--- src/rtl/inning_ctrl_pkg.sv ---
// Shared types and default parameters for the inning sequencer.
// Optional mercy rule is enabled with the INNING_MERCY_EN macro (see inning_ctrl).
package inning_ctrl_pkg;

  typedef enum logic [2:0] {
    StIdle,
    StTop,
    StBottom,
    StChange,
    StGameOver
  } state_e;

  localparam logic HALF_TOP    = 1'b0;
  localparam logic HALF_BOTTOM = 1'b1;

  localparam int unsigned DEF_NUM_INNINGS   = 9;
  localparam int unsigned DEF_MAX_INNINGS   = 12;
  localparam int unsigned DEF_SCORE_W       = 5;
  localparam int unsigned DEF_CHANGE_CYCLES = 4;
  localparam int unsigned DEF_MERCY_INNING  = 5;
  localparam int unsigned DEF_MERCY_LEAD    = 10;

endpackage

--- src/rtl/inning_sat_cnt.sv ---
// Saturating up-counter with synchronous clear; one instance per team score.
// count_next exposes the value the counter will load, for same-cycle decisions.
module inning_sat_cnt #(
  parameter int unsigned W = 5
) (
  input  logic         clk,
  input  logic         rst,
  input  logic         clr,
  input  logic         inc,
  output logic [W-1:0] count,
  output logic [W-1:0] count_next
);

  localparam logic [W-1:0] CountMax = '1;

  always_comb begin
    count_next = count;
    if (clr) begin
      count_next = '0;
    end else if (inc && (count != CountMax)) begin
      count_next = count + 1'b1;
    end
  end

  always_ff @(posedge clk or posedge rst) begin
    if (rst) begin
      count <= '0;
    end else begin
      count <= count_next;
    end
  end

endmodule

--- src/rtl/inning_ctrl.sv ---
// Baseball game sequencer: innings, halves, scores, changeover clear and end-of-game rules.
// Define INNING_MERCY_EN to add the mercy rule (MERCY_INNING / MERCY_LEAD).
module inning_ctrl
  import inning_ctrl_pkg::*;
#(
  parameter int unsigned NUM_INNINGS   = DEF_NUM_INNINGS,
  parameter int unsigned MAX_INNINGS   = DEF_MAX_INNINGS,
  parameter int unsigned SCORE_W       = DEF_SCORE_W,
  parameter int unsigned CHANGE_CYCLES = DEF_CHANGE_CYCLES,
  parameter int unsigned MERCY_INNING  = DEF_MERCY_INNING,
  parameter int unsigned MERCY_LEAD    = DEF_MERCY_LEAD
) (
  input  logic               iCLK,
  input  logic               iRST,
  input  logic               iSTART,
  input  logic               iOUT3,
  input  logic               iRUN,
  output logic [3:0]         oINNING,
  output logic               oHALF,
  output logic [SCORE_W-1:0] oSCORE_AWAY,
  output logic [SCORE_W-1:0] oSCORE_HOME,
  output logic               oCLEAR,
  output logic               oACTIVE,
  output logic               oGAME_OVER
);

  localparam int unsigned CntW = (CHANGE_CYCLES > 1) ? $clog2(CHANGE_CYCLES) : 1;
  localparam logic [CntW-1:0] TimerLast = CntW'(CHANGE_CYCLES - 1);
  localparam logic [3:0] NumInn = 4'(NUM_INNINGS);
  localparam logic [3:0] MaxInn = 4'(MAX_INNINGS);

  if ((NUM_INNINGS < 1) || (MAX_INNINGS < NUM_INNINGS) || (MAX_INNINGS > 15) ||
      (CHANGE_CYCLES < 1) || (MERCY_INNING < 1) || (MERCY_LEAD < 1)) begin : g_param_err
    $error("inning_ctrl: illegal parameter combination");
  end

  state_e            state_q, state_d;
  logic [3:0]        inning_q, inning_d;
  logic              half_q, half_d;
  logic              clear_q, clear_d;
  logic [CntW-1:0]   timer_q, timer_d;
  logic              clr_scores;
  logic              inc_away, inc_home;
  logic [SCORE_W-1:0] away_next, home_next;
  logic              late, top_over, bottom_over, walk_off;
  logic              mercy_top, mercy_bot;

  // Run credit is decoded separately so end-of-half logic sees the updated score.
  assign inc_away = iRUN && (state_q == StTop);
  assign inc_home = iRUN && (state_q == StBottom);

  inning_sat_cnt #(.W(SCORE_W)) u_away (
    .clk        (iCLK),
    .rst        (iRST),
    .clr        (clr_scores),
    .inc        (inc_away),
    .count      (oSCORE_AWAY),
    .count_next (away_next)
  );

  inning_sat_cnt #(.W(SCORE_W)) u_home (
    .clk        (iCLK),
    .rst        (iRST),
    .clr        (clr_scores),
    .inc        (inc_home),
    .count      (oSCORE_HOME),
    .count_next (home_next)
  );

`ifdef INNING_MERCY_EN
  int lead;
  logic mercy_inn;
  assign lead      = int'(home_next) - int'(away_next);
  assign mercy_inn = 32'(inning_q) >= MERCY_INNING;
  assign mercy_top = mercy_inn && (lead >= int'(MERCY_LEAD));
  assign mercy_bot = mercy_inn && ((lead >= int'(MERCY_LEAD)) || (-lead >= int'(MERCY_LEAD)));
`else
  assign mercy_top = 1'b0;
  assign mercy_bot = 1'b0;
`endif

  assign late        = inning_q >= NumInn;
  assign walk_off    = iRUN && late && (home_next > away_next);
  assign top_over    = (late && (home_next > away_next)) || mercy_top;
  assign bottom_over = (late && (home_next != away_next)) || (inning_q == MaxInn) || mercy_bot;

  always_comb begin
    state_d    = state_q;
    inning_d   = inning_q;
    half_d     = half_q;
    clear_d    = 1'b0;
    timer_d    = timer_q;
    clr_scores = 1'b0;
    unique case (state_q)
      StIdle, StGameOver: begin
        if (iSTART) begin
          clr_scores = 1'b1;
          inning_d   = 4'd1;
          half_d     = HALF_TOP;
          clear_d    = 1'b1;
          state_d    = StTop;
        end
      end
      StTop: begin
        if (iOUT3) begin
          clear_d = 1'b1;
          timer_d = '0;
          state_d = top_over ? StGameOver : StChange;
        end
      end
      StBottom: begin
        if (walk_off) begin
          clear_d = 1'b1;
          state_d = StGameOver;
        end else if (iOUT3) begin
          clear_d = 1'b1;
          timer_d = '0;
          state_d = bottom_over ? StGameOver : StChange;
        end
      end
      StChange: begin
        if (timer_q == TimerLast) begin
          half_d  = ~half_q;
          state_d = (half_q == HALF_BOTTOM) ? StTop : StBottom;
          if (half_q == HALF_BOTTOM) begin
            inning_d = inning_q + 4'd1;
          end
        end else begin
          timer_d = timer_q + 1'b1;
        end
      end
      default: state_d = StIdle;
    endcase
  end

  always_ff @(posedge iCLK or posedge iRST) begin
    if (iRST) begin
      state_q  <= StIdle;
      inning_q <= 4'd0;
      half_q   <= HALF_TOP;
      clear_q  <= 1'b0;
      timer_q  <= '0;
    end else begin
      state_q  <= state_d;
      inning_q <= inning_d;
      half_q   <= half_d;
      clear_q  <= clear_d;
      timer_q  <= timer_d;
    end
  end

  assign oINNING    = inning_q;
  assign oHALF      = half_q;
  assign oCLEAR     = clear_q;
  assign oACTIVE    = (state_q == StTop) || (state_q == StBottom);
  assign oGAME_OVER = state_q == StGameOver;

endmodule

--- config.mk ---
export PLATFORM = sky130hd
export DESIGN_NAME = inning_ctrl
export DESIGN_NICKNAME = d
export VERILOG_FILES = /design/src/rtl/inning_ctrl_pkg.sv /design/src/rtl/inning_sat_cnt.sv /design/src/rtl/inning_ctrl.sv
export SDC_FILE = /design/constraint.sdc
export NUM_CORES = 1
export LEC_CHECK = 0
export ABC_AREA = 0
export CAP_MARGIN = 20
export CORE_ASPECT_RATIO = 0.75
export CORE_MARGIN = 2
export CORE_UTILIZATION = 30
export CTS_BUF_LIST = sky130_fd_sc_hd__clkbuf_16
export DETAILED_ROUTE_END_ITERATION = 6
export SLEW_MARGIN = 20
export SYNTH_ARGS = -nofsm -noshare
export SYNTH_HDL_FRONTEND = slang
export SYNTH_SLANG_ARGS = --single-unit
--- constraint.sdc ---
create_clock -name iCLK -period 4.88 [get_ports iCLK]
set_input_delay 0.732 -clock iCLK [delete_from_list [all_inputs] [get_ports iCLK]]
set_output_delay 0.732 -clock iCLK [all_outputs]
set_load 0.01 [all_outputs]
# ---- After elaboration in Yosys (flattened, before gate mapping)
# Index checks and enable logic that the tools add are counted.
# Widths: inputs -> output; s select.
dict set report op_classes {
  addsub 4
  bitwise 1
  mux 29
  order_cmp 2
  reduce_logical 18
  n_eq_ne 16
}
# cell n
set op_table {}
lappend op_table {{$mux 3} 7}
lappend op_table {{$mux 5} 4}
lappend op_table {{$mux 4} 3}
lappend op_table {{$ne 2x2->1 const B} 6}
lappend op_table {{$pmux 3 s4} 1}
lappend op_table {{$add 5x1->5 const B} 2}
lappend op_table {{$ne 5x5->1 const B} 2}
lappend op_table {{$logic_and 1x1->1} 8}
lappend op_table {{$mux 2} 4}
lappend op_table {{$pmux 4 s2} 1}
lappend op_table {{$reduce_and 4->1} 2}
lappend op_table {{$eq 3x2->1 const B} 2}
lappend op_table {{$mux 1} 6}
lappend op_table {{$pmux 2 s3} 1}
lappend op_table {{$reduce_and 3->1} 2}
lappend op_table {{$gt 5x5->1} 1}
lappend op_table {{$ne 5x5->1} 1}
lappend op_table {{$add 4x1->4 const B} 1}
lappend op_table {{$eq 4x4->1 const B} 1}
lappend op_table {{$ge 4x4->1 const B} 1}
lappend op_table {{$eq 3x1->1 const B} 1}
lappend op_table {{$eq 3x3->1 const B} 1}
lappend op_table {{$logic_not 3->1} 1}
lappend op_table {{$ne 3x3->1 const B} 1}
lappend op_table {{9 further kinds} 10}
dict set report totals {
  wordCells 77
  output_inout_bits 18
  input_bits 5
  reg_bits 21
}

# ---- Longest topological paths before layout
# Gate-level depths: netlist of run 1.
dict set report logic_depth {
  depth_word 12
  depth_mapped 14
  ltp_nobuf 13
}

# ---- By module
# Synthesis of run 1 repeated with hierarchy kept, for this count alone.
dict set report unflattened {
  hier_cells 162
  hier_area_um2 1514.0
}
# mod instances area_each_um2 cells_per_inst
set by_module_without_submodules {}
lappend by_module_without_submodules {inning_ctrl 1 989.7 113}
lappend by_module_without_submodules {{inning_sat_cnt (u_home)} 1 262.8 23}
lappend by_module_without_submodules {{inning_sat_cnt (u_away)} 1 261.5 26}

# ---- Worst setup path after synthesis of run 1
# OpenSTA, ideal clock, no wires.
dict set report synth_timing {
  path_type {reg-to-reg}
  start {register u_away.count[0]}
  end {register state_q[1]}
  path_buffers 1
  t_arrival_ns 3.093
  path_stages_with_launch 15
  slack_ns 1.663
  path_cell_list {dfrtp_1 ha_1 and3_1 ha_1 and3b_1 buf_6 nand4_2 xor2_1 or2_1 ha_1 and4_4 a221oi_4 o21a_1 a21oi_1 o31a_1}
}
dict set report synth_via {
  elab_chain_len 11
  elab_cells_between_ends 19
  classes_between {add/sub: 1; order compare: 1; eq/ne: 3; mux: 8; reduce/logical: 6}
}
# element line
set synth_rtl {}
lappend synth_rtl {{start: declaration} inning_sat_cnt.sv:10} ;# output logic [W-1:0] count,
lappend synth_rtl {{start signal: assignment} inning_sat_cnt.sv:29} ;# count <= count_next;
lappend synth_rtl {{branches (longest 2 deep; another with $add 5x1->5)} --}
lappend synth_rtl {{$mux 5 *} inning_sat_cnt.sv:20} ;# end else if (inc && (count != CountMax)) begin
lappend synth_rtl {{$mux 5 *} inning_sat_cnt.sv:18} ;# if (clr) begin
lappend synth_rtl {{branches (longest 7 deep; another with $gt 5x5->1)} --}
lappend synth_rtl {{end signal: assignment} inning_ctrl.sv:138} ;# state_q <= StIdle;
lappend synth_rtl {{end signal: assignment} inning_ctrl.sv:144} ;# state_q <= state_d;
lappend synth_rtl {{end: declaration} inning_ctrl.sv:37} ;# state_e state_q, state_d;
# Every way passes the cells marked *. The select of a mux whose other input is x is not followed.
# A chain may end at the register's enable or synchronous reset.

# ---- Worst setup path after layout of run 1
dict set report layout_timing {
  start {input iRUN}
  end {register timer_q[0]}
}
dict set report layout_via {
  elab_chain_len 8
  elab_cells_between_ends 13
  classes_between {order compare: 1; eq/ne: 1; mux: 4; reduce/logical: 7}
}
# element line
set layout_rtl {}
lappend layout_rtl {{start: declaration} inning_ctrl.sv:17} ;# input logic iRUN,
lappend layout_rtl {{$logic_and 1x1->1, on equally long branches} {inning_ctrl.sv:50, inning_ctrl.sv:49}}
lappend layout_rtl {{$logic_and 1x1->1} inning_sat_cnt.sv:20}
lappend layout_rtl {{$mux 5} inning_sat_cnt.sv:20}
lappend layout_rtl {{$mux 5} inning_sat_cnt.sv:18}
lappend layout_rtl {{$gt 5x5->1} inning_ctrl.sv:83} ;# assign walk_off = iRUN && late && (home_next > away_next);
lappend layout_rtl {{$logic_and 1x1->1 *} inning_ctrl.sv:83}
lappend layout_rtl {{$ne 2x2->1 (no line) *} --}
lappend layout_rtl {{$reduce_and 3->1 (no line) *} --}
lappend layout_rtl {{end signal: assignment} inning_ctrl.sv:148} ;# timer_q <= timer_d;
lappend layout_rtl {{end: declaration} inning_ctrl.sv:41} ;# logic [CntW-1:0] timer_q, timer_d;
# Mark *: on every way between the ends. The rest lies on a longest branch, timed or not.

==> results of run 1 <==
-- Yosys cell counts (2+ instances only) --
library cell  count  area [µm²]
and2_1            2        12.5
buf_2             2        10.0
o21ai_0           5        25.0
nand2_1          10        37.5
buf_6             2        22.5
nand3b_1          3        22.5
nor3_1            2        10.0
xnor2_1           4        35.0
nor3b_2           2        25.0
and3_1            4        25.0
ha_1             14         175
inv_1             9        33.8
xor2_1            5        43.8
nor2b_1           3        18.8
a21oi_1           9        45.0
a22o_1            2        17.5
nor2_1           15        56.3
mux2i_1           5        50.1
or2_1             4        25.0
nand4_1           2        12.5
and3b_1           2        17.5
o22ai_1           2        12.5
and2b_1           2        15.0
dfrtp_1          21         526
o21ai_1           2        10.0
-- worst reg2reg max path, delay by kind of cell, from the launching register on --
kind | cells | cell delay [ps]
AND/OR/NAND/NOR | 5 | 1130
AO/OA/AOI/OAI | 3 | 790
adder cells (fa/ha/maj) | 3 | 700
flip-flops | 1 | 420
multiplexers | 1 | 190
XOR/XNOR | 1 | 160
-- cells by family after synthesis --
family                   after synthesis
multiplexers                           6
flip-flops                            21
AO/OA/AOI/OAI                         29
adder cells (fa/ha/maj)               14
AND/OR/NAND/NOR                       60
buffers and inverters                 15
XOR/XNOR                               9
-- through the flow --
step | utilization | power, µW | worst slack, ps | hold slack [ps] | instances
after CTS | 0.379 | 1160 | 1410 | 515 | 234
after detailed placement | 0.363 | 973 | 1150 | 497 | 230
after global routing | 0.379 | 1250 | 1140 | 530 | 234
after global placement | 0.363 | 968 | 1190 | 510 | 230
after floorplan | - | 791 | 1660 | 477 | 154
final | 0.379 | 1150 | 1400 | 514 | 234
-- layer usage --
| layer | GRT usage | wire length [µm] | vias to the layer above |
|---|---|---|---|
| met5 | 0 | 0 | - |
| met4 | 0.0595 | 64 | 0 |
| met3 | 0.0339 | 126 | 6 |
| met2 | 0.176 | 1290 | 18 |
| met1 | 0.194 | 1830 | 553 |
| li1 | - | - | 579 |
-- layout make-up --
| cell class | count | area (µm²) |
|---|---|---|
| sequential | 21 | 526 |
| clock inverter | 1 | 5.00 |
| inverter | 9 | 33.8 |
| fill | 495 | 3020 |
| timing repair buffer | 22 | 220 |
| clock buffer | 3 | 75.1 |
| tap | 60 | 75.1 |
| multi-input combinational | 118 | 913 |
-- cell usage in the layout, fill, tap and decap left out, types with 3 or more instances in the layout --
cell             count
clkdlybuf4s50_1     22
xnor2_1              4
clkbuf_16            3
dfrtp_1             21
and3_1               4
a21oi_1              9
o21ai_0              5
inv_1                9
nor2_1              15
ha_1                14
xor2_1               5
nor2b_1              3
mux2i_1              5
nand2_1             10
nand3b_1             3
or2_1                4
-- where the power goes --
part           switching (µW)  total, µW  internal [µW]
registers                99.3        333            234
logic                     312        639            326
clock network            67.3        178            110
total                     479       1150            670
-- sequential cells by signal, summed over array words and instances, names as in the netlist --
signal and flops:
u_away.count 5, oHALF 1, timer_q 2, u_home.count 5
oINNING 4, state_q 3, oCLEAR 1
-- worst max-delay path by stage --
stage                                    from                      to  slack (ps)  depth (start not counted)
floorplan           u_away.count[0]$_DFF_PP0_  state_q[1]$_DFFE_PP0P_        1660                         14
global placement                         iRUN  timer_q[0]$_DFFE_PP0P_        1190                         11
detailed placement                       iRUN  timer_q[0]$_DFFE_PP0P_        1150                         11
CTS                                      iRUN  timer_q[0]$_DFFE_PP0P_        1410                         11
global route           state_q[0]$_DFFE_PP0P_  timer_q[0]$_DFFE_PP0P_        1140                         11
finish                                   iRUN  timer_q[0]$_DFFE_PP0P_        1400                         11
==> flow_results.xml, run 1 <==
<?xml version="1.0" encoding="UTF-8"?>
<metrics>
  <group name="grt">
    <metric name="grt_pass1_vias" unit="">1115</metric>
    <metric name="global_route.overflow_total" unit="">0</metric>
    <metric name="grt_start_max_net_pins" unit="">22</metric>
    <metric name="grt_antenna_before_repair" unit="">0</metric>
    <metric name="global_route_usage_over_all_layers" unit="">0.132</metric>
    <metric name="grt_first_pass_wirelength" unit="µm">5680</metric>
  </group>
  <group name="placed_design">
    <metric name="detailed_place.area" unit="µm²">1770</metric>
    <metric name="post-dp-hpwl" unit="µm">2450</metric>
    <metric name="gpl.final_weighted_congestion" unit="">0.817</metric>
    <metric name="port_buffer_cells" unit="">22</metric>
  </group>
  <group name="power">
    <metric name="p_per_area" unit="nW/µm²">622</metric>
    <metric name="leakagePower" unit="µW">0.000831</metric>
    <metric name="irDropWorstVdd" unit="mV">0.204</metric>
  </group>
  <group name="worst_hold_path">
    <metric name="hold_start" unit="">timer_q[1]$_DFFE_PP0P_</metric>
    <metric name="min_delay_worst_endpoint" unit="">timer_q[1]$_DFFE_PP0P_</metric>
    <metric name="worst_hold_path_type" unit="">flip-flop to flip-flop</metric>
    <metric name="worstHoldPathCells" unit="">1</metric>
  </group>
  <group name="final_layout">
    <metric name="finalInstanceArea" unit="µm²">1850</metric>
    <metric name="final_net_count" unit="">194</metric>
    <metric name="drive_above_1_share" unit="">0.0920</metric>
    <metric name="areaGrowthSynthToFinish" unit="%">21.9</metric>
    <metric name="diodes" unit="">0</metric>
  </group>
  <group name="routing">
    <metric name="post_drt_via_cell_ratio" unit="">4.94</metric>
    <metric name="wl" unit="µm">3310</metric>
    <metric name="route.antenna.remaining_nets" unit="">0</metric>
    <metric name="route.detailed.wl_per_inst" unit="µm">14.1</metric>
    <metric name="drc" unit="">0</metric>
    <metric name="first_pass_iters" unit="">4</metric>
    <metric name="drt_initial_violations" unit="">41</metric>
    <metric name="num_vias" unit="">1156</metric>
  </group>
  <group name="synthesis">
    <metric name="synth_sequential_area_ratio" unit="">0.347</metric>
    <metric name="synth.distinct_cells" unit="">46</metric>
    <metric name="yosys.area_share.adder" unit="">0.116</metric>
    <metric name="mux_cell_area_share_after_synthesis" unit="">0.0404</metric>
    <metric name="syn_inst" unit="">154</metric>
    <metric name="synth_edf_count" unit="">0</metric>
    <metric name="synth_compound_area_frac" unit="">0.144</metric>
    <metric name="synthesis.area_per_instance" unit="µm²">9.85</metric>
    <metric name="postSynth.asyncResetShare" unit="">1.00</metric>
    <metric name="synth_simple_gate_area_frac" unit="">0.250</metric>
    <metric name="syn-cell-area" unit="µm²">1520</metric>
    <metric name="synth_top_family_by_area" unit="">simple AND/OR/NAND/NOR gates</metric>
    <metric name="synth.ff_latch_count" unit="">21</metric>
    <metric name="yosys.area_share.xor_xnor" unit="">0.0520</metric>
    <metric name="synth_fp_nets" unit="">173</metric>
    <metric name="synth_warnings" unit="">0</metric>
    <metric name="synth-main-ff-cell" unit="">dfrtp_1</metric>
  </group>
  <group name="clocking">
    <metric name="clock-sinks" unit="">21</metric>
    <metric name="tritoncts" unit="">done</metric>
    <metric name="cts.hold.buffers_added" unit="">0</metric>
    <metric name="clk_transition_reported_paths" unit="ps">60</metric>
    <metric name="tritoncts.num_buffers" unit="">3</metric>
    <metric name="post_cts_resize_count" unit="">0</metric>
    <metric name="cts.root.buffer_cell" unit="">clkbuf_16</metric>
    <metric name="clockBufferDepth" unit="">2</metric>
    <metric name="htree_levels" unit="">1</metric>
    <metric name="cts_setup_buffers" unit="">0</metric>
    <metric name="clk-insertion-delay-late" unit="ps">260</metric>
  </group>
  <group name="timing">
    <metric name="layout_worst_path_cycle_share" unit="">0.712</metric>
    <metric name="hold_violation_count_in_the_final_report" unit="">0</metric>
    <metric name="final.min_clock_period" unit="ps">3480</metric>
    <metric name="tightest_slew" unit="ps">838</metric>
    <metric name="finClkSkew" unit="ps">2.27</metric>
    <metric name="timing.final.max_slew_violations" unit="">0</metric>
    <metric name="finalSetupTns" unit="ps">0</metric>
    <metric name="rsz_0062_raised_after_global_routing" unit="">no</metric>
    <metric name="finalSetupViolations" unit="">0</metric>
    <metric name="max_freq" unit="MHz">288</metric>
    <metric name="maxSlewHeadroom" unit="">0.441</metric>
  </group>
  <group name="worst_setup_path">
    <metric name="cpLargestDelayFamily" unit="">simple AND/OR/NAND/NOR gates</metric>
    <metric name="worst-setup-path-type" unit="">input port to flip-flop</metric>
    <metric name="cp_num_buf_inv" unit="">1</metric>
    <metric name="rr_worst_depth" unit="">13</metric>
    <metric name="rr_startpoint" unit="">u_away.count[0]$_DFF_PP0_</metric>
    <metric name="worst_setup_path_start_kind" unit="">input port</metric>
    <metric name="rr_endpoint" unit="">timer_q[0]$_DFFE_PP0P_</metric>
    <metric name="r2r_setup_slack" unit="ps">1420</metric>
    <metric name="critical_path.max_fanout" unit="">5</metric>
    <metric name="crit_path_end_kind" unit="">flip-flop</metric>
    <metric name="critPathArrivalTime" unit="ps">3680</metric>
    <metric name="timing.critical_path.cells" unit="">clkdlybuf4s50_1 -&gt; and3b_1 -&gt; nand4_2 -&gt; xor2_1 -&gt; or2_1 -&gt; ha_1 -&gt; and4_4 -&gt; a221oi_4 -&gt; o21ai_1 -&gt; o21ai_0 -&gt; mux2_2</metric>
    <metric name="critical_path.slowest_cell" unit="">clkdlybuf4s50_1</metric>
    <metric name="critical-path-max-stage-delay" unit="ps">560</metric>
    <metric name="crit_required" unit="ps">5080</metric>
  </group>
  <group name="floorplanning">
    <metric name="die_y" unit="µm">65.6</metric>
    <metric name="die_w" unit="µm">86.1</metric>
    <metric name="effective_utilization_at_floorplan" unit="">0.311</metric>
    <metric name="floorplan.die_area" unit="µm²">5650</metric>
    <metric name="floorplan.core_area" unit="µm²">4870</metric>
    <metric name="ioPinCount" unit="">23</metric>
    <metric name="rows" unit="">22</metric>
  </group>
  <group name="run">
    <metric name="maxCapViolations" unit="">0</metric>
  </group>
  <group name="status">
    <metric name="outcome" unit="">finished clean</metric>
  </group>
</metrics>
(Power assumes the default switching activity.)
==> run 2: changes to the inputs <==
- clock period: 4.88 -> 3.1 ns (I/O delays scaled with it)
==> flow_results.xml, run 2 (synthesis results as in run 1) <==
<?xml version="1.0" encoding="UTF-8"?>
<metrics>
  <group name="worst_setup_path">
    <metric name="critical-path-top-cell-by-count" unit="">ha_4</metric>
    <metric name="cpLargestDelayFamily" unit="">simple AND/OR/NAND/NOR gates</metric>
    <metric name="critPathArrivalTime" unit="ps">3270</metric>
    <metric name="critical-path-max-stage-delay" unit="ps">420</metric>
    <metric name="crit_path_end_kind" unit="">flip-flop</metric>
    <metric name="worst-setup-path-type" unit="">flip-flop to flip-flop</metric>
    <metric name="critical_path.max_fanout" unit="">4</metric>
    <metric name="worst_setup_path_start_kind" unit="">flip-flop</metric>
    <metric name="crit_required" unit="ps">3240</metric>
    <metric name="timing.critical_path.cells" unit="">ha_4 -&gt; and3_4 -&gt; ha_4 -&gt; and3b_2 -&gt; nand4_2 -&gt; xor2_1 -&gt; or2_1 -&gt; ha_1 -&gt; and4_4 -&gt; a221oi_4 -&gt; o21a_1 -&gt; a21oi_2 -&gt; o31a_1</metric>
    <metric name="cp_num_buf_inv" unit="">0</metric>
    <metric name="critical_path.slowest_cell" unit="">dfrtp_2</metric>
  </group>
  <group name="grt">
    <metric name="global_route.overflow_total" unit="">0</metric>
    <metric name="grt_antenna_before_repair" unit="">0</metric>
    <metric name="grt_first_pass_wirelength" unit="µm">6050</metric>
    <metric name="grt_start_max_net_pins" unit="">22</metric>
    <metric name="grt_pass1_vias" unit="">1243</metric>
    <metric name="global_route_usage_over_all_layers" unit="">0.134</metric>
  </group>
  <group name="floorplanning">
    <metric name="die_y" unit="µm">65.6</metric>
    <metric name="floorplan.core_area" unit="µm²">4870</metric>
    <metric name="floorplan.die_area" unit="µm²">5650</metric>
    <metric name="effective_utilization_at_floorplan" unit="">0.311</metric>
    <metric name="die_w" unit="µm">86.1</metric>
    <metric name="ioPinCount" unit="">23</metric>
    <metric name="rows" unit="">22</metric>
  </group>
  <group name="timing">
    <metric name="rsz_0062_raised_after_global_routing" unit="">yes</metric>
    <metric name="layout_worst_path_cycle_share" unit="">1.01</metric>
    <metric name="hold_violation_count_in_the_final_report" unit="">0</metric>
    <metric name="final_critical_path_setup_slack" unit="ps">-36.3</metric>
    <metric name="finalSetupViolations" unit="">2</metric>
    <metric name="final.min_clock_period" unit="ps">3140</metric>
    <metric name="timing.final.max_slew_violations" unit="">0</metric>
    <metric name="maxSlewHeadroom" unit="">0.444</metric>
    <metric name="finClkSkew" unit="ps">2.06</metric>
    <metric name="tightest_slew" unit="ps">833</metric>
    <metric name="max_freq" unit="MHz">319</metric>
  </group>
  <group name="power">
    <metric name="p_total" unit="µW">2100</metric>
    <metric name="p_per_area" unit="nW/µm²">989</metric>
    <metric name="irDropWorstVdd" unit="mV">0.315</metric>
    <metric name="leakagePower" unit="µW">0.000960</metric>
  </group>
  <group name="clocking">
    <metric name="cts.hold.buffers_added" unit="">0</metric>
    <metric name="clk_transition_reported_paths" unit="ps">60</metric>
    <metric name="clock-sinks" unit="">21</metric>
    <metric name="cts.root.buffer_cell" unit="">clkbuf_16</metric>
    <metric name="htree_levels" unit="">1</metric>
    <metric name="clockBufferDepth" unit="">2</metric>
    <metric name="tritoncts.num_buffers" unit="">3</metric>
    <metric name="tritoncts" unit="">done</metric>
    <metric name="clk-insertion-delay-late" unit="ps">250</metric>
  </group>
  <group name="routing">
    <metric name="drc" unit="">0</metric>
    <metric name="num_vias" unit="">1259</metric>
    <metric name="route.antenna.remaining_nets" unit="">0</metric>
    <metric name="post_drt_via_cell_ratio" unit="">4.84</metric>
    <metric name="wl" unit="µm">3670</metric>
    <metric name="route.detailed.wl_per_inst" unit="µm">14.1</metric>
    <metric name="first_pass_iters" unit="">4</metric>
    <metric name="drt_initial_violations" unit="">121</metric>
  </group>
  <group name="final_layout">
    <metric name="register_area" unit="µm²">527</metric>
    <metric name="final_net_count" unit="">220</metric>
    <metric name="diodes" unit="">0</metric>
    <metric name="drive_above_1_share" unit="">0.270</metric>
    <metric name="layout.filler_cells" unit="">483</metric>
    <metric name="final_common_cell" unit="">buf_4</metric>
    <metric name="areaGrowthSynthToFinish" unit="%">40.0</metric>
    <metric name="finalInstanceArea" unit="µm²">2120</metric>
    <metric name="mostFrequentLayoutCells" unit="">buf_4 (24), clkdlybuf4s50_1 (22), dfrtp_1 (20)</metric>
    <metric name="total_area_of_multi_input_combinational_cells" unit="µm²">977</metric>
  </group>
  <group name="status">
    <metric name="outcome" unit="">finished with violations</metric>
    <metric name="violations" unit="">setup timing</metric>
  </group>
  <group name="worst_hold_path">
    <metric name="worst_hold_path_type" unit="">flip-flop to flip-flop</metric>
  </group>
  <group name="placed_design">
    <metric name="port_buffer_cells" unit="">22</metric>
    <metric name="gpl.final_weighted_congestion" unit="">0.871</metric>
    <metric name="post-dp-hpwl" unit="µm">2640</metric>
    <metric name="pre_cts_ws" unit="ps">-178</metric>
    <metric name="detailed_place.area" unit="µm²">1940</metric>
  </group>
  <group name="run">
    <metric name="maxCapViolations" unit="">0</metric>
  </group>
</metrics>
-- run 2: report_power, final --
| part | internal [µW] | total (µW) | switching, µW |
|---|---|---|---|
| sequential | 370 | 450 | 79.7 |
| combinational | 718 | 1380 | 665 |
| clock | 172 | 266 | 94.8 |
| total | 1260 | 2100 | 840 |
-- run 2: stage by stage --
step / utilization / setup TNS [ps] / cells / hold slack [ps]
after detailed placement: 0.399 / -742 / 251 / 523
after global placement: 0.399 / -512 / 251 / 515
after floorplan: - / 0 / 154 / 441
after CTS: 0.425 / -0.778 / 257 / 536
final: 0.436 / -51.7 / 260 / 538
after global routing: 0.436 / -433 / 260 / 554
-- run 2: worst paths after layout --
check                                          start                        end  slack, ps  depth (start not counted)
setup reg to reg           u_away.count[0]$_DFF_PP0_     state_q[1]$_DFFE_PP0P_        -40                         13
hold reg to reg               timer_q[1]$_DFFE_PP0P_     timer_q[1]$_DFFE_PP0P_        540                          1
setup / recovery           u_away.count[0]$_DFF_PP0_     state_q[1]$_DFFE_PP0P_        -40                         13
hold / removal                timer_q[1]$_DFFE_PP0P_     timer_q[1]$_DFFE_PP0P_        540                          1
min in group asynchronous                       iRST  u_away.count[0]$_DFF_PP0_        680                          2
max in group asynchronous                       iRST  u_away.count[0]$_DFF_PP0_       1860                          2
-- run 2: layout make-up --
type                       count  area share
inverter                       9      0.0159
clock inverter                 1     0.00177
sequential                    21       0.248
tap                           60      0.0354
clock buffer                   3      0.0354
multi-input combinational    118       0.460
timing repair buffer          48       0.203
-- run 2: routing by layer --
metal / share of wire / up-vias / track usage
met4: 0.0049 / 0 / 0.0258
met1: 0.52 / 597 / 0.201
li1: - / 631 / -
met3: 0.051 / 2 / 0.0339
met2: 0.43 / 29 / 0.194
met5: 0 / - / 0
-- run 2: repair_timing --
item | CTS | global route
setup endpoints to repair | 5 | 6
buffers inserted | 2 | 3
gates cloned | 0 | 0
pin swaps | 3 | 6
gates resized for setup | 8 | 8
-- run 2: worst register-to-register path, stage by stage (launching register included) --
cell,delay (ps)
dfrtp_2,420
ha_4,160
and3_4,180
ha_4,150
and3b_2,280
nand4_2,110
xor2_1,160
or2_1,220
ha_1,300
and4_4,170
a221oi_4,360
o21a_1,200
a21oi_2,60
o31a_1,250
==> run 3: changes to the inputs <==
- CORE_UTILIZATION: 30 -> 40
- CTS_CLUSTER_DIAMETER: not set -> 40
==> flow_results.xml, run 3 (synthesis results as in run 1) <==
<?xml version="1.0" encoding="UTF-8"?>
<metrics>
  <group name="grt">
    <metric name="grt_pass1_vias" unit="">1246</metric>
    <metric name="global_route_usage_over_all_layers" unit="">0.176</metric>
    <metric name="grt_start_max_net_pins" unit="">22</metric>
    <metric name="grt_antenna_before_repair" unit="">0</metric>
    <metric name="grt_first_pass_wirelength" unit="µm">5730</metric>
    <metric name="global_route.overflow_total" unit="">0</metric>
  </group>
  <group name="power">
    <metric name="p_per_area" unit="nW/µm²">982</metric>
    <metric name="leakagePower" unit="µW">0.000980</metric>
    <metric name="irDropWorstVdd" unit="mV">0.451</metric>
    <metric name="p_total" unit="µW">2160</metric>
  </group>
  <group name="worst_setup_path">
    <metric name="crit_required" unit="ps">3240</metric>
    <metric name="crit_path_end_kind" unit="">flip-flop</metric>
    <metric name="critPathArrivalTime" unit="ps">3230</metric>
    <metric name="worst_setup_path_start_kind" unit="">flip-flop</metric>
    <metric name="worst-setup-path-type" unit="">flip-flop to flip-flop</metric>
    <metric name="critical_path.max_fanout" unit="">5</metric>
  </group>
  <group name="routing">
    <metric name="drc" unit="">0</metric>
    <metric name="route.detailed.wl_per_inst" unit="µm">14.0</metric>
    <metric name="route.antenna.remaining_nets" unit="">0</metric>
    <metric name="num_vias" unit="">1284</metric>
    <metric name="wl" unit="µm">3560</metric>
    <metric name="first_pass_iters" unit="">4</metric>
    <metric name="post_drt_via_cell_ratio" unit="">5.06</metric>
    <metric name="drt_initial_violations" unit="">46</metric>
  </group>
  <group name="final_layout">
    <metric name="final_net_count" unit="">222</metric>
    <metric name="drive_above_1_share" unit="">0.312</metric>
    <metric name="mostFrequentLayoutCells" unit="">buf_4 (27), clkdlybuf4s50_1 (22), dfrtp_1 (20)</metric>
    <metric name="diodes" unit="">0</metric>
    <metric name="areaGrowthSynthToFinish" unit="%">45.2</metric>
    <metric name="layout.filler_cells" unit="">322</metric>
    <metric name="final_common_cell" unit="">buf_4</metric>
  </group>
  <group name="placed_design">
    <metric name="pre_cts_ws" unit="ps">-247</metric>
    <metric name="post-dp-hpwl" unit="µm">2530</metric>
    <metric name="gpl.final_weighted_congestion" unit="">0.822</metric>
    <metric name="port_buffer_cells" unit="">22</metric>
  </group>
  <group name="worst_hold_path">
    <metric name="worst_hold_path_type" unit="">flip-flop to flip-flop</metric>
  </group>
  <group name="timing">
    <metric name="finalSetupViolations" unit="">0</metric>
    <metric name="final.min_clock_period" unit="ps">3090</metric>
    <metric name="rsz_0062_raised_after_global_routing" unit="">yes</metric>
    <metric name="finClkSkew" unit="ps">1.35</metric>
    <metric name="timing.final.max_slew_violations" unit="">0</metric>
    <metric name="maxSlewHeadroom" unit="">0.447</metric>
    <metric name="max_freq" unit="MHz">324</metric>
    <metric name="layout_worst_path_cycle_share" unit="">0.997</metric>
    <metric name="hold_violation_count_in_the_final_report" unit="">0</metric>
    <metric name="final_critical_path_setup_slack" unit="ps">9.93</metric>
    <metric name="tightest_slew" unit="ps">828</metric>
  </group>
  <group name="clocking">
    <metric name="clockBufferDepth" unit="">2</metric>
    <metric name="cts.root.buffer_cell" unit="">clkbuf_16</metric>
    <metric name="tritoncts.num_buffers" unit="">3</metric>
    <metric name="tritoncts" unit="">done</metric>
    <metric name="htree_levels" unit="">1</metric>
    <metric name="clock-sinks" unit="">21</metric>
    <metric name="clk_transition_reported_paths" unit="ps">60</metric>
    <metric name="clk-insertion-delay-late" unit="ps">250</metric>
  </group>
  <group name="floorplanning">
    <metric name="floorplan.core_area" unit="µm²">3640</metric>
    <metric name="rows" unit="">19</metric>
    <metric name="die_y" unit="µm">57.3</metric>
    <metric name="ioPinCount" unit="">23</metric>
    <metric name="die_w" unit="µm">75.1</metric>
    <metric name="effective_utilization_at_floorplan" unit="">0.417</metric>
    <metric name="floorplan.die_area" unit="µm²">4300</metric>
  </group>
  <group name="status">
    <metric name="outcome" unit="">finished clean</metric>
  </group>
  <group name="run">
    <metric name="maxCapViolations" unit="">0</metric>
  </group>
</metrics>
==> run 3: worst paths after layout <==
path | start | endpoint | slack, ps | depth (start not counted)
hold reg to reg | timer_q[1]$_DFFE_PP0P_ | timer_q[1]$_DFFE_PP0P_ | 510 | 1
setup / recovery | u_away.count[0]$_DFF_PP0_ | state_q[1]$_DFFE_PP0P_ | 10 | 13
setup reg to reg | u_away.count[0]$_DFF_PP0_ | state_q[1]$_DFFE_PP0P_ | 10 | 13
hold / removal | timer_q[1]$_DFFE_PP0P_ | timer_q[1]$_DFFE_PP0P_ | 510 | 1
max in group asynchronous | iRST | u_away.count[0]$_DFF_PP0_ | 1860 | 2
min in group asynchronous | iRST | u_away.count[1]$_DFF_PP0_ | 670 | 2
==> run 3: through the flow <==
| step | cells | hold slack (ps) | area [µm²] | utilization | setup TNS, ps |
|---|---|---|---|---|---|
| after floorplan | 154 | 441 | 1520 | - | 0 |
| final | 254 | 512 | 2200 | 0.605 | 0 |
| after global placement | 247 | 496 | 1960 | 0.539 | -699 |
| after detailed placement | 247 | 500 | 1960 | 0.539 | -883 |
| after global routing | 254 | 553 | 2200 | 0.605 | -359 |
| after CTS | 251 | 513 | 2060 | 0.566 | -4.73 |
==> run 3: per-layer routing <==
layer	part of all wire	GRT usage	vias up
met4	0.0051	0.0306	0
met5	0	0	-
li1	-	-	636
met1	0.49	0.250	621
met3	0.046	0.0406	2
met2	0.46	0.277	25
==> run 3: timing repair <==
action / CTS / global route
pin swaps: 0 / 10
endpoints found under the setup margin: 4 / 6
gates resized for setup: 4 / 22
hold buffers: 0 / 0
buffers inserted: 0 / 3
gates cloned: 0 / 0
==> run 3: power by group <==
| group | total, µW | internal, µW | switching [µW] |
|---|---|---|---|
| clock network | 268 | 172 | 96.5 |
| registers | 446 | 370 | 76.0 |
| logic | 1450 | 755 | 693 |
| total | 2160 | 1300 | 866 |
==> run 3: final cells by class <==
class / instances / area [µm²] / share of cell area
Multi-Input combinational cell: 118 / 1050 / 0.479
Sequential cell: 21 / 527 / 0.239
Timing Repair Buffer: 50 / 443 / 0.201
Clock buffer: 3 / 75.1 / 0.0341
Tap cell: 52 / 65.1 / 0.0295
Inverter: 9 / 33.8 / 0.0153
Clock inverter: 1 / 3.75 / 0.00170
==> run 3: worst max-delay path, cell delays in order, from the launching register on <==
cell      delay, ps
dfrtp_2         420
ha_4            170
and3_4          180
ha_4            140
and3b_2         300
nand4_2         120
xor2_1          160
or2_1           250
ha_4            230
and4_4          160
a221oi_4        360
o21a_1          180
a21oi_2          60
o31a_1          250
